`src/rtl/audio_pkg.sv`:
```
// ---------------------------------------------------------------------------
// audio_pkg
// Shared definitions for the voice mixing path: the default sample width,
// the mid-scale code of that width, and the mixer sequencing states.
// Ports: none (package only).
// ---------------------------------------------------------------------------
package audio_pkg;

    localparam int CODE_WIDTH_DEFAULT = 10;

    // Offset-binary zero point for a sample of the given width.
    function automatic int mid_of(input int width);
        return 1 << (width - 1);
    endfunction

    localparam int MID_CODE = 1 << (CODE_WIDTH_DEFAULT - 1);

    typedef enum logic [1:0] {
        ST_IDLE    = 2'd0,
        ST_COLLECT = 2'd1,
        ST_MIX     = 2'd2,
        ST_PRESENT = 2'd3
    } mix_state_e;

endpackage

```
`src/rtl/mix_sat.sv`:
```
// ---------------------------------------------------------------------------
// mix_sat
// Combinational gain/saturation stage: arithmetic right shift of the signed
// voice sum, clamp to the signed range of one sample, then re-bias to
// offset-binary. The output register lives in the parent.
// Ports:
//   acc  in   ACC_W       signed sum of (code - mid) over all voices
//   code out  CODE_WIDTH  saturated offset-binary result
// ---------------------------------------------------------------------------
module mix_sat
    import audio_pkg::*;
#(
    parameter int CODE_WIDTH = CODE_WIDTH_DEFAULT,
    parameter int ACC_W      = CODE_WIDTH_DEFAULT + 3,
    parameter int GAIN_SHIFT = 2
) (
    input  logic signed [ACC_W-1:0]      acc,
    output logic        [CODE_WIDTH-1:0] code
);

    localparam logic signed [ACC_W-1:0] S_MAX = ACC_W'(mid_of(CODE_WIDTH) - 1);
    localparam logic signed [ACC_W-1:0] S_MIN = -S_MAX - ACC_W'(1);

    logic signed [ACC_W-1:0] scaled;

    // Inside the clamp window, adding mid-scale is the same as flipping the
    // sign bit of the low CODE_WIDTH bits.
    always_comb begin
        scaled = acc >>> GAIN_SHIFT;
        if (scaled > S_MAX) begin
            code = '1;
        end else if (scaled < S_MIN) begin
            code = '0;
        end else begin
            code = {~scaled[CODE_WIDTH-1], scaled[CODE_WIDTH-2:0]};
        end
    end

endmodule

```
`src/rtl/voice_mix_scheduler.sv`:
```
// ---------------------------------------------------------------------------
// voice_mix_scheduler
// Shares one sampler/DAC slot among NUM_VOICES voice generators. Each
// synth_ready pulse starts a frame: every enabled voice is fetched in order
// 0..N-1 (one-hot voice_ready handshake), the samples are summed about
// mid-scale, scaled and saturated, and presented on scaled_synth_code.
// A voice that stays silent for TIMEOUT cycles is replaced by its last sample
// and counted in underrun_cnt.
// Ports:
//   clk, rst_n            clock, synchronous active-low reset
//   voice_en              per-voice enable, latched at frame start
//   voice_valid/code      per-voice sample handshake and data
//   voice_ready           one-hot fetch request
//   synth_ready           sampler slot pulse (starts a frame)
//   synth_valid           mixed sample valid (stays high once produced)
//   scaled_synth_code     mixed sample
//   underrun_cnt          saturating count of timed-out fetches
//   overrun               sticky: synth_ready arrived mid-frame
//   busy                  frame in progress (COLLECT or MIX)
// ---------------------------------------------------------------------------
module voice_mix_scheduler
    import audio_pkg::*;
#(
    parameter int NUM_VOICES = 4,
    parameter int CODE_WIDTH = CODE_WIDTH_DEFAULT,
    parameter int GAIN_SHIFT = 2,
    parameter int TIMEOUT    = 64
) (
    input  logic                             clk,
    input  logic                             rst_n,
    input  logic [NUM_VOICES-1:0]            voice_en,
    input  logic [NUM_VOICES-1:0]            voice_valid,
    input  logic [NUM_VOICES*CODE_WIDTH-1:0] voice_code,
    output logic [NUM_VOICES-1:0]            voice_ready,
    input  logic                             synth_ready,
    output logic                             synth_valid,
    output logic [CODE_WIDTH-1:0]            scaled_synth_code,
    output logic [15:0]                      underrun_cnt,
    output logic                             overrun,
    output logic                             busy
);

    localparam int IDX_W = $clog2(NUM_VOICES);
    localparam int ACC_W = CODE_WIDTH + $clog2(NUM_VOICES) + 1;
    localparam int TMO_W = $clog2(TIMEOUT + 1);
    localparam logic [CODE_WIDTH-1:0]   MID      = CODE_WIDTH'(mid_of(CODE_WIDTH));
    localparam logic signed [ACC_W-1:0] MID_ACC  = ACC_W'(mid_of(CODE_WIDTH));
    localparam logic [IDX_W-1:0]        LAST_IDX = IDX_W'(NUM_VOICES - 1);
    localparam logic [TMO_W-1:0]        TMO_LAST = TMO_W'(TIMEOUT - 1);

    mix_state_e              state_q, state_d;
    logic [IDX_W-1:0]        idx_q, idx_d;
    logic signed [ACC_W-1:0] acc_q, acc_d;
    logic [TMO_W-1:0]        tmo_q, tmo_d;
    logic [NUM_VOICES-1:0]   en_q, en_d;
    logic [NUM_VOICES-1:0]   ready_q, ready_d;
    logic [CODE_WIDTH-1:0]   last_q [NUM_VOICES];
    logic [CODE_WIDTH-1:0]   last_d [NUM_VOICES];
    logic [CODE_WIDTH-1:0]   code_q, code_d;
    logic                    valid_q, valid_d;
    logic [15:0]             underrun_q, underrun_d;
    logic                    overrun_q, overrun_d;

    logic [CODE_WIDTH-1:0]   code_in [NUM_VOICES];
    logic signed [ACC_W-1:0] contrib;
    logic                    advance;
    logic [CODE_WIDTH-1:0]   mix_code;

    mix_sat #(
        .CODE_WIDTH (CODE_WIDTH),
        .ACC_W      (ACC_W),
        .GAIN_SHIFT (GAIN_SHIFT)
    ) u_mix_sat (
        .acc  (acc_q),
        .code (mix_code)
    );

    always_comb begin
        for (int i = 0; i < NUM_VOICES; i++) begin
            code_in[i] = voice_code[i*CODE_WIDTH +: CODE_WIDTH];
        end
    end

    always_ff @(posedge clk) begin
        if (!rst_n) begin
            state_q    <= ST_IDLE;
            idx_q      <= '0;
            acc_q      <= '0;
            tmo_q      <= '0;
            en_q       <= '0;
            ready_q    <= '0;
            code_q     <= MID;
            valid_q    <= 1'b0;
            underrun_q <= '0;
            overrun_q  <= 1'b0;
            for (int i = 0; i < NUM_VOICES; i++) begin
                last_q[i] <= MID;
            end
        end else begin
            state_q    <= state_d;
            idx_q      <= idx_d;
            acc_q      <= acc_d;
            tmo_q      <= tmo_d;
            en_q       <= en_d;
            ready_q    <= ready_d;
            code_q     <= code_d;
            valid_q    <= valid_d;
            underrun_q <= underrun_d;
            overrun_q  <= overrun_d;
            for (int i = 0; i < NUM_VOICES; i++) begin
                last_q[i] <= last_d[i];
            end
        end
    end

    always_comb begin
        state_d    = state_q;
        idx_d      = idx_q;
        acc_d      = acc_q;
        tmo_d      = tmo_q;
        en_d       = en_q;
        code_d     = code_q;
        valid_d    = valid_q;
        underrun_d = underrun_q;
        overrun_d  = overrun_q;
        for (int i = 0; i < NUM_VOICES; i++) begin
            last_d[i] = last_q[i];
        end
        advance = 1'b0;
        contrib = '0;

        case (state_q)
            ST_IDLE, ST_PRESENT: begin
                if (synth_ready) begin
                    state_d = ST_COLLECT;
                    en_d    = voice_en;
                    idx_d   = '0;
                    acc_d   = '0;
                    tmo_d   = '0;
                end
            end
            ST_COLLECT: begin
                // A valid sample beats a simultaneous timeout.
                if (!en_q[idx_q]) begin
                    advance = 1'b1;
                end else if (ready_q[idx_q] && voice_valid[idx_q]) begin
                    advance       = 1'b1;
                    contrib       = $signed(ACC_W'(code_in[idx_q])) - MID_ACC;
                    last_d[idx_q] = code_in[idx_q];
                end else if (tmo_q == TMO_LAST) begin
                    advance = 1'b1;
                    contrib = $signed(ACC_W'(last_q[idx_q])) - MID_ACC;
                    if (underrun_q != 16'hFFFF) begin
                        underrun_d = underrun_q + 16'd1;
                    end
                end else begin
                    tmo_d = tmo_q + TMO_W'(1);
                end

                if (advance) begin
                    acc_d = acc_q + contrib;
                    tmo_d = '0;
                    if (idx_q == LAST_IDX) begin
                        state_d = ST_MIX;
                    end else begin
                        idx_d = idx_q + IDX_W'(1);
                    end
                end
            end
            ST_MIX: begin
                code_d  = mix_code;
                valid_d = 1'b1;
                state_d = ST_PRESENT;
            end
            default: begin
                state_d = ST_IDLE;
            end
        endcase

        if (synth_ready && (state_q == ST_COLLECT || state_q == ST_MIX)) begin
            overrun_d = 1'b1;
        end

        // Request is derived from the next index so a back-to-back voice is
        // asked for in the same cycle the previous one resolves.
        ready_d = '0;
        if (state_d == ST_COLLECT && en_d[idx_d]) begin
            ready_d[idx_d] = 1'b1;
        end
    end

    assign voice_ready       = ready_q;
    assign synth_valid       = valid_q;
    assign scaled_synth_code = code_q;
    assign underrun_cnt      = underrun_q;
    assign overrun           = overrun_q;
    assign busy              = (state_q == ST_COLLECT) || (state_q == ST_MIX);

endmodule

```
`config.mk`:
```
export PLATFORM = sky130hd
export DESIGN_NAME = voice_mix_scheduler
export DESIGN_NICKNAME = d
export VERILOG_FILES = /design/src/rtl/audio_pkg.sv /design/src/rtl/mix_sat.sv /design/src/rtl/voice_mix_scheduler.sv
export SDC_FILE = /design/constraint.sdc
export NUM_CORES = 1
export LEC_CHECK = 0
export ABC_AREA = 1
export BUFFER_PORTS_ARGS = -buffer_cell sky130_fd_sc_hd__buf_2
export CAP_MARGIN = 20
export CORE_ASPECT_RATIO = 0.6
export CORE_MARGIN = 2
export CORE_UTILIZATION = 50
export CTS_CLUSTER_SIZE = 14
export DETAILED_ROUTE_END_ITERATION = 12
export GPL_ROUTABILITY_DRIVEN = 1
export PLACE_DENSITY = 0.7
export SLEW_MARGIN = 25
export SYNTH_ARGS = -nofsm -noshare
export SYNTH_HDL_FRONTEND = slang
export SYNTH_HIERARCHICAL = 1
export SYNTH_SLANG_ARGS = --single-unit
```
`constraint.sdc`:
```
create_clock -name clk -period 3.1 [get_ports clk]
set_input_delay 0 -clock clk [delete_from_list [all_inputs] [get_ports clk]]
set_output_delay 0 -clock clk [all_outputs]
set_load 0.05 [all_outputs]
```
==> metrics.txt, run 1 <==
maximum vdd ir drop 0.0002879 V; GRT Residual Overflow 0; Clock Skew 0.006360 ns; vias in the first global route 5,252; FF+latch count, synth 100; CTS Sinks 100; Worst slew margin 64.39%; syn avg cell area 7.012 sq um; drt pass-1 iters 6; Worst Path Max Fanout 7; core area 10,560 sq um; top-count cell post-synth nand2_1; async set-reset flop share out of synthesis 0%; Distinct cells, synth 44; worst hold path stage count 2; Synth Cell Area 5406 sq um; clk buf depth 2; worst-margin pin slew 0.5286 ns; Initial Utilization 51.20%; max-slew violations 0; Layout Utilization 64.08%; Routed Antenna Nets 0; die height 84.55 um; via count 5,680; drt first-iter violations 507; vias per inst 5.477; Worst EP arrival 3.18 ns; area grow syn2layout 25.16%; Total GRT Usage 27.14%; Setup crit start kind flop; largest net degree at the start of global routing 41; Syn. warnings 6; Crit. End Element flop; post-synth top area share 37.03%; status complete, no violations; Final nets 962; ant diodes 0; ranking of synthesized cells by area dfxtp_1 37%, nand2_1 14%, a21oi_1 6.4%; Post-synth EDFFs 0; post-synth top area cell dfxtp_1; drc violations 0; Hold Path Origin rst_n; Syn Nets 840; Hold EP scaled_synth_code[9]$_SDFFE_PN1P_; Tcrit/Tclk final 95.68%; Worst-path clk slew 0.07 ns; Max Cap Viol 0; Final GP Congestion 0.8998; Max Freq 337.2 MHz; sequential area share after synthesis 37.03%; RR Endpoint acc_q[8]$_SDFFE_PN0P_; pwr dens 430.3 nW/um^2; Leakage 3.070 nW; setup TNS 0 ns; CTS tree yes; Final setup viols 0; Reg2Reg Depth 16; initial antenna violation count 0; Synth Flop Type dfxtp_1; io pins 84; fraction of layout cells with a size suffix above 1 24.28%; Avg WL per Cell 15.41 um; R2R Setup Slk 0.13 ns; Hold Crit Class in -> reg; die area 11,690 sq um; row count 29; Final Critical Period 2.966 ns; first-pass GRT wire length 25,720 um; clk root buf clkbuf_16; CP required 3.32 ns; Fill cells 945; Buffers on Ports 83; RSZ-0062 raised after global routing yes; Die Width 138.2 um; Worst R2R Start idx_q[1]$_SDFF_PN0_; hpwl dp 11,450 um; clock insertion delay at the later pin of the skew report 0.35 ns; cts bufs inserted 9; post-synthesis cell count 771; Post-Route WL 15,980 um; H-tree levels 3; Hold Fails Final Rpt 0; commonest cells in the netlist 197 x nand2_1, 100 x dfxtp_1, 78 x nor2_1, 74 x inv_1, 69 x a21oi_1; critical path class reg -> reg
==> worst max path at each step <==
stage,start,to,cells after the start
3_3_place_gp,idx_q[0]$_SDFF_PN0_,acc_q[10]$_SDFFE_PN0P_,19
6_report,idx_q[1]$_SDFF_PN0_,acc_q[8]$_SDFFE_PN0P_,16
3_5_place_dp,idx_q[0]$_SDFF_PN0_,acc_q[10]$_SDFFE_PN0P_,19
4_1_cts,idx_q[0]$_SDFF_PN0_,acc_q[8]$_SDFFE_PN0P_,18
2_1_floorplan,idx_q[1]$_SDFF_PN0_,acc_q[10]$_SDFFE_PN0P_,18
5_1_grt,idx_q[1]$_SDFF_PN0_,acc_q[8]$_SDFFE_PN0P_,16
==> power breakdown <==
| group | total, mW | internal, mW | switching, mW |
|---|---|---|---|
| sequential | 1.31 | 1.30 | 0.00975 |
| clock | 1.14 | 0.648 | 0.495 |
| combinational | 0.459 | 0.167 | 0.292 |
==> logic make-up after synthesis <==
family / after synthesis / synth area share (%)
buffers and inverters: 107 / 8.262
DFF: 100 / 37.03
xor gates and xnor gates: 12 / 1.944
and+or+nand+nor: 358 / 29.07
AOI/OAI and AO/OA: 176 / 19.39
adders and majority gates: 18 / 4.304
==> timing repair <==
item                       4_1_cts  5_1_grt
hold buffers                     5        0
hold endpoints to repair         5        0
pin swaps                        0       14
resized for setup                4       40
buffers inserted                 0       14
setup endpoints to repair        5        9
gates cloned                     0        0
==> layout make-up <==
type	instances	area [sq um]	share of cell area, %
Multi-Input combinational cell	564	3112	45.99
Sequential cell	100	2008	29.68
Timing Repair Buffer	136	858.3	12.68
Inverter	82	319.1	4.715
Clock buffer	12	246.5	3.643
Tap cell	139	173.9	2.570
Clock inverter	4	48.80	0.7212
==> critical path, stage by stage, from the launching register on <==
cell and delay (ns):
dfxtp_2 0.41, nor2_2 0.08, inv_1 0.20, buf_4 0.20, o22ai_1 0.09, nor2_1 0.17
o21a_1 0.23, nand2_1 0.07, o21ai_0 0.09, ha_1 0.30, a21oi_2 0.20, o21ai_4 0.09
a31oi_2 0.20, o21ai_2 0.09, or2_2 0.28, nand3_1 0.07, a21oi_1 0.06
==> state kept, by name, summed over array words and instances, names as in the netlist <==
name and count:
en_q 4, overrun 1, state_q 2, voice_ready 4
tmo_q 7, underrun_cnt 16, synth_valid 1, idx_q 2
scaled_synth_code 10, last_q 40, acc_q 13
==> cell usage in the layout (no fill, tap or decap), types with 13 or more instances in the layout <==
master,count
a21oi_1,64
buf_2,83
buf_4,44
dfxtp_1,95
ha_1,13
inv_1,71
nand2_1,195
nand3_1,34
nor2_1,76
o21ai_0,43
o22ai_1,14
==> metrics by stage <==
step	cell area, sq um	hold slack (ns)	std cells	setup slack [ns]	power (mW)
finish	6766	0.02999	1037	0.1340	2.911
global route	6766	0.06056	1037	-0.03552	3.016
CTS	6510	0.02136	1023	-0.01692	2.899
detailed placement	6148	0.2785	1002	-0.09159	1.758
global placement	6148	0.2697	1002	-0.01813	1.748
floorplan	5410	0.1447	771	0.08795	1.592
==> per-layer routing <==
| layer | share of wire (%) | track usage, % | vias up |
|---|---|---|---|
| li1 | - | - | 2816 |
| met1 | 47 | 38.97 | 2572 |
| met2 | 43 | 41.09 | 266 |
| met3 | 8.7 | 6.332 | 26 |
| met4 | 1.3 | 7.514 | 0 |
| met5 | 0 | 0 | - |
Power figures use the tool's default switching activity.
==> inputs of run 2 (changes only) <==
--- a/config.mk
+++ b/config.mk
@@ -15,6 +15,7 @@
 export DETAILED_ROUTE_END_ITERATION = 12
 export GPL_ROUTABILITY_DRIVEN = 1
 export PLACE_DENSITY = 0.7
+export RECOVER_POWER = 25
 export SLEW_MARGIN = 25
 export SYNTH_ARGS = -nofsm -noshare
 export SYNTH_HDL_FRONTEND = slang
==> constraint.sdc (replaced) <==
create_clock -name clk -period 3.1 [get_ports clk]
set_input_delay 0 -clock clk [delete_from_list [all_inputs] [get_ports clk]]
set_output_delay 0 -clock clk [all_outputs]
set_load 0.1 [all_outputs]
==> run 2 against run 1 <==
Against the previous run: via count down 0.35%; wire length rose by 0.91%; combinational power rose by 4.8%; critical path type unchanged; critical endpoint is now acc_q[6]$_SDFFE_PN0P_; non-clock buffer count unchanged; final area increased by 0.44%; count of clock-buffer cells in the layout did not move; sequential cell count unchanged; sequential power about the same; hold slack better by 0.088 ns.
==> metrics.txt, run 2 (synthesized netlist as in run 1, its figures left out) <==
hpwl dp 11,530 um (+0.66%); Max Freq 331.5 MHz (-1.7%); non-filler instance count after layout 1,037 (unchanged); die height 84.55 um (unchanged); design area 6797 sq um (+0.44%); Worst slew margin 20.48% (-44 points); Max Cap Viol 0 (unchanged); area grow syn2layout 25.71%; drc violations 0 (unchanged); Final GP Congestion 0.9227 (+2.5%); vias per inst 5.458 (-0.35%); worst hold path stage count 4 (+2); drt pass-1 iters 5 (-1); Total GRT Usage 27.14% (about the same); RSZ-0062 raised after global routing yes; clock insertion delay at the later pin of the skew report 0.35 ns (about the same); Hold Path Origin voice_code[34]; Hold Crit Class in -> reg; clk buf depth 2 (unchanged); io pins 84 (unchanged); Worst-path clk slew 0.07 ns (about the same); post-route setup slack 0.08302 ns (-0.05099 ns); Setup crit start kind flop; Final setup viols 0 (unchanged); Initial Utilization 51.20% (unchanged); Clock Skew 0.007220 ns (+0.0008602 ns); placed inst area 6242 sq um (+1.5%); R2R Setup Slk 0.08 ns (-0.05 ns); clk root buf clkbuf_16; GRT Residual Overflow 0 (unchanged); pwr dens 439.9 nW/um^2 (+2.2%); Tcrit/Tclk final 97.32% (+1.6 points); Post-Route WL 16,120 um (+0.91%); CP required 3.38 ns (+0.06 ns); pre-CTS setup slack -0.1351 ns (-0.04356 ns); initial antenna violation count 0 (unchanged); Avg WL per Cell 15.55 um (+0.91%); row count 29 (unchanged); Worst Path Max Fanout 7 (unchanged); Routed Antenna Nets 0 (unchanged); Final nets 962 (unchanged); die area 11,690 sq um (unchanged); Fill cells 948 (+0.32%); core area 10,560 sq um (unchanged); Reg2Reg Depth 19 (+3); CTS Sinks 100 (unchanged); via count 5,660 (-0.35%); first-pass GRT wire length 25,590 um (-0.54%); Buffers on Ports 83 (unchanged); status complete, no violations; RR Endpoint acc_q[6]$_SDFFE_PN0P_; Crit. End Element flop; cts bufs inserted 9 (unchanged); placed insts 1,013 (+1.1%); vias in the first global route 5,151 (-1.9%); fraction of layout cells with a size suffix above 1 21.05% (-3.2 points); Leakage 2.925 nW (-4.7%); critical path class reg -> reg; Final Critical Period 3.017 ns (+0.05099 ns); Worst R2R Start idx_q[0]$_SDFF_PN0_; ant diodes 0 (unchanged); Hold Fails Final Rpt 0 (unchanged); maximum vdd ir drop 0.0003354 V (+17%); max-slew violations 0 (unchanged); commonest non-fill, non-tap cells in the layout 192 x nand2_1, 94 x dfxtp_1, 77 x nor2_1; Hold EP last_q[1][4]$_SDFFE_PN0P_; CTS tree yes; most flop-heavy register last_q; drt first-iter violations 457 (-9.9%); most common cell after layout, fill and taps aside nand2_1; H-tree levels 3 (unchanged); Largest register FFs 40 (unchanged); Worst EP arrival 3.30 ns (+0.12 ns); Die Width 138.2 um (unchanged); largest net degree at the start of global routing 52 (+27%); worst-margin pin slew 1.198 ns (+0.6694 ns)
## run 2: layer usage
metal  share of wire (%)  up-vias  GRT usage (%)
met5                   0        -              0
met4                 2.3        0          9.740
met3                 7.7       31          6.617
met2                  43      240          41.27
met1                  47     2583          37.76
li1                    -     2806              -
## run 2: cell type report
| class | count | area [sq um] | share of cell area (%) |
|---|---|---|---|
| Clock buffer | 12 | 236.5 | 3.479 |
| Multi-Input combinational cell | 564 | 3151 | 46.35 |
| Clock inverter | 4 | 75.07 | 1.105 |
| Sequential cell | 100 | 2022 | 29.75 |
| Timing Repair Buffer | 136 | 815.8 | 12.00 |
| Tap cell | 139 | 173.9 | 2.559 |
| Inverter | 82 | 322.8 | 4.750 |
## run 2: worst max-delay path: stages (launching register included)
cell and delay, ns:
dfxtp_4 0.36, buf_12 0.14, clkinv_8 0.06, nand2_1 0.06, nand2_2 0.06, nand2_2 0.05
nand2_2 0.09, nand2_4 0.08, nor3_4 0.21, inv_2 0.07, o22ai_2 0.20, ha_2 0.21
inv_2 0.04, fa_2 0.38, o21ai_4 0.19, a31oi_4 0.12, buf_6 0.13, xor2_1 0.13
or2_4 0.23, a21oi_2 0.13
## run 2: worst max path at each step
stage	start	to	slack, ns	depth (start not counted)
6_report	idx_q[0]$_SDFF_PN0_	acc_q[6]$_SDFFE_PN0P_	0.08	19
5_1_grt	idx_q[0]$_SDFF_PN0_	acc_q[6]$_SDFFE_PN0P_	-0.07	19
4_1_cts	idx_q[0]$_SDFF_PN0_	acc_q[6]$_SDFFE_PN0P_	0.002	20
3_5_place_dp	idx_q[0]$_SDFF_PN0_	acc_q[11]$_SDFFE_PN0P_	-0.14	22
3_3_place_gp	idx_q[0]$_SDFF_PN0_	acc_q[10]$_SDFFE_PN0P_	-0.003	19
2_1_floorplan	idx_q[1]$_SDFF_PN0_	acc_q[10]$_SDFFE_PN0P_	0.09	18
## run 2: power breakdown
part | switching [mW] | internal, mW
sequential | 0.00930 | 1.30
combinational | 0.312 | 0.170
clock | 0.492 | 0.709
total | 0.813 | 2.18
## run 2: stage by stage
stage	utilization, %	power [mW]	hold WS (ns)	setup TNS, ns
after CTS	62.63	2.985	0.07954	0
final	64.37	2.990	0.1181	0
after global routing	64.37	3.096	0.1722	-0.2888
after global placement	59.12	1.779	0.2625	-0.003182
after detailed placement	59.12	1.788	0.2748	-0.4778
after floorplan	-	1.610	0.1447	0
## run 2: repair_timing
item                                   4_1_cts  5_1_grt
setup endpoints to repair                    6        8
hold buffers                                 5        0
endpoints found under the hold margin        5        0
gates resized for setup                      6       51
buffers inserted                             0        3
pin swaps                                    0       15
cloned                                       0        0
==> inputs of run 3 (changes only) <==
--- a/config.mk
+++ b/config.mk
@@ -10,11 +10,11 @@
 export CAP_MARGIN = 20
 export CORE_ASPECT_RATIO = 0.6
 export CORE_MARGIN = 2
-export CORE_UTILIZATION = 50
+export CORE_UTILIZATION = 34
 export CTS_CLUSTER_SIZE = 14
 export DETAILED_ROUTE_END_ITERATION = 12
 export GPL_ROUTABILITY_DRIVEN = 1
-export PLACE_DENSITY = 0.7
+export PLACE_DENSITY = 0.5
 export RECOVER_POWER = 25
 export SLEW_MARGIN = 25
 export SYNTH_ARGS = -nofsm -noshare
==> run 3 against run 2 <==
Against the previous run: final cell count grew 6.8%; maximum frequency grew 3.0%; count of clock-buffer cells in the layout fell by 3; first-iteration DRC count down 7.7%.
==> metrics.txt, run 3 (synthesized netlist as in run 1, its figures left out) <==
status complete, no violations; most common cell after layout, fill and taps aside nand2_1; Hold Crit Class in -> reg; Post-Route WL 16,730 um (+3.8%); most flop-heavy register last_q; io pins 84 (unchanged); Avg WL per Cell 15.11 um (-2.8%); Crit. End Element flop; Leakage 2.961 nW (+1.2%); Final GP Congestion 0.8709 (-5.6%); Largest register FFs 40 (unchanged); Clock Skew 0.006127 ns (-0.001093 ns); Worst Path Max Fanout 7 (unchanged); worst-margin pin slew 1.171 ns (-0.02713 ns); Worst EP arrival 3.20 ns (-0.10 ns); Tcrit/Tclk final 94.45% (-2.9 points); first-pass GRT wire length 26,850 um (+4.9%); clk buf depth 2 (unchanged); pwr dens 450.7 nW/um^2 (+2.5%); GR Layer Usage met2 31.06% (-10 points); critical path class reg -> reg; busiest grt layer met2; Hold EP last_q[3][9]$_SDFFE_PN1P_; via count 5,557 (-1.8%); area grow syn2layout 26.64%; Final nets 968 (+0.62%); initial antenna violation count 0 (unchanged); Max Cap Viol 0 (unchanged); Worst-path clk slew 0.07 ns (about the same); cts bufs inserted 9 (unchanged); Initial Utilization 34.97% (-16 points); fraction of layout cells with a size suffix above 1 20.24% (-0.80 points); clock insertion delay at the later pin of the skew report 0.35 ns (about the same); Routed Antenna Nets 0 (unchanged); commonest non-fill, non-tap cells in the layout 194 x nand2_1, 94 x dfxtp_1, 76 x nor2_1; drt pass-1 iters 5 (unchanged); most used cell, CP buf_4; slowest stage cell on the critical path dfxtp_4; buffers and inverters on the worst path 8 (+3); die area 16,960 sq um (+45%); Worst path max stage delay 0.39 ns (about the same); Max Freq 341.5 MHz (+3.0%); GRT Residual Overflow 0 (unchanged); met3 Use GR 3.634% (-3.0 points); maximum vdd ir drop 0.0003015 V (-10%); die height 101.7 um (+20%); core area 15,460 sq um (+46%); CTS tree yes; R2R Setup Slk 0.17 ns (+0.09 ns); Worst slew margin 22.28% (+1.8 points); CP Cell Sequence inv_6, nand2_1, buf_12, clkinvlp_4, buf_4, a221oi_1, o22ai_2, ha_1, buf_4, nand2_1, nor2_1, a21oi_2, buf_4, buf_4, inv_1, a21oi_1, o21ai_0, a21oi_1; Die Width 166.8 um (+21%); CP required 3.37 ns (about the same); Setup crit start kind flop; largest net degree at the start of global routing 51 (-1.9%); Final Critical Period 2.928 ns (-0.08901 ns); RR Endpoint acc_q[7]$_SDFFE_PN0P_; Fill cells 1,579 (+67%); Total Power 3.086 mW (+3.2%); setup TNS 0 ns (unchanged); Buffers on Ports 83 (unchanged); vias per inst 5.020 (-8.0%); H-tree levels 3 (unchanged); row count 35 (+21%); ant diodes 0 (unchanged); Worst R2R Start idx_q[0]$_SDFF_PN0_; worst hold path stage count 6 (+2); WHS 0.1512 ns (+0.03310 ns); hpwl dp 12,650 um (+9.8%); Hold Path Origin voice_code[29]; drt first-iter violations 422 (-7.7%); Top Family by Delay on Critical Path compound AO/OA/AOI/OAI gates; Reg2Reg Depth 18 (-1); drc violations 0 (unchanged); met1 usage 28.91% (-8.9 points); max-slew violations 0 (unchanged); clk root buf clkbuf_16; CTS Sinks 100 (unchanged); vias in the first global route 5,292 (+2.7%); Hold Fails Final Rpt 0 (unchanged); Final setup viols 0 (unchanged); Total GRT Usage 19.96% (-7.2 points)
-- run 3: cell count changes in the layout (fill, tap and decap cells not counted), sizes merged --
cell / delta
clkbuf: -3
bufinv: +1
buf: +6
clkinv: +2
-- run 3: worst max-delay path by stage --
stage / from / to / slack, ns / depth (start not counted)
6_report: idx_q[0]$_SDFF_PN0_ / acc_q[7]$_SDFFE_PN0P_ / 0.17 / 18
4_1_cts: idx_q[0]$_SDFF_PN0_ / acc_q[11]$_SDFFE_PN0P_ / 0.008 / 19
2_1_floorplan: idx_q[1]$_SDFF_PN0_ / acc_q[10]$_SDFFE_PN0P_ / 0.09 / 18
3_3_place_gp: idx_q[0]$_SDFF_PN0_ / acc_q[11]$_SDFFE_PN0P_ / 0.07 / 19
5_1_grt: idx_q[0]$_SDFF_PN0_ / acc_q[5]$_SDFFE_PN0P_ / -0.01 / 19
3_5_place_dp: idx_q[0]$_SDFF_PN0_ / acc_q[10]$_SDFFE_PN0P_ / 0.003 / 20
-- run 3: cell type report --
cell class	count	area, sq um	share of cell area, %
clock buffer	9	225.2	3.289
clock inverter	7	113.9	1.663
sequential	100	2022	29.53
tap	203	254.0	3.710
timing repair buffer	142	855.8	12.50
inverter	82	319.1	4.660
multi-input combinational	564	3057	44.65
-- run 3: worst min-delay path, delay by kind of cell --
| kind | cells | cell delay, ns |
|---|---|---|
| and+or+nand+nor | 4 | 0.24 |
| buffers and inverters | 2 | 0.22 |
-- run 3: report_power, final --
group / leakage (nW) / internal (mW) / switching (mW)
clock: 0.161 / 0.787 / 0.514
combinational: 1.99 / 0.169 / 0.307
sequential: 0.812 / 1.30 / 0.0104
-- run 3: repair_timing --
item / in CTS / in global routing
hold endpoints to repair: 5 / 0
resized for setup: 1 / 32
setup buffers: 0 / 8
pin swaps: 0 / 7
hold buffers: 5 / 0
setup endpoints to repair: 2 / 9
-- run 3: metrics by stage --
step	worst slack, ns	utilization (%)	instance area (sq um)	cells
after CTS	0.007502	43.46	6719	1099
after detailed placement	0.002859	40.95	6330	1078
after global placement	0.07444	40.95	6330	1078
after floorplan	0.08795	-	5421	771
after global routing	-0.01310	44.29	6847	1107
final	0.1720	44.29	6847	1107
-- run 3: metal layers --
| metal | up-vias | part of all wire (%) |
|---|---|---|
| met3 | 7 | 5.4 |
| met1 | 2551 | 52 |
| met2 | 165 | 42 |
| li1 | 2834 | - |
| met5 | - | 0 |
| met4 | 0 | 0.52 |
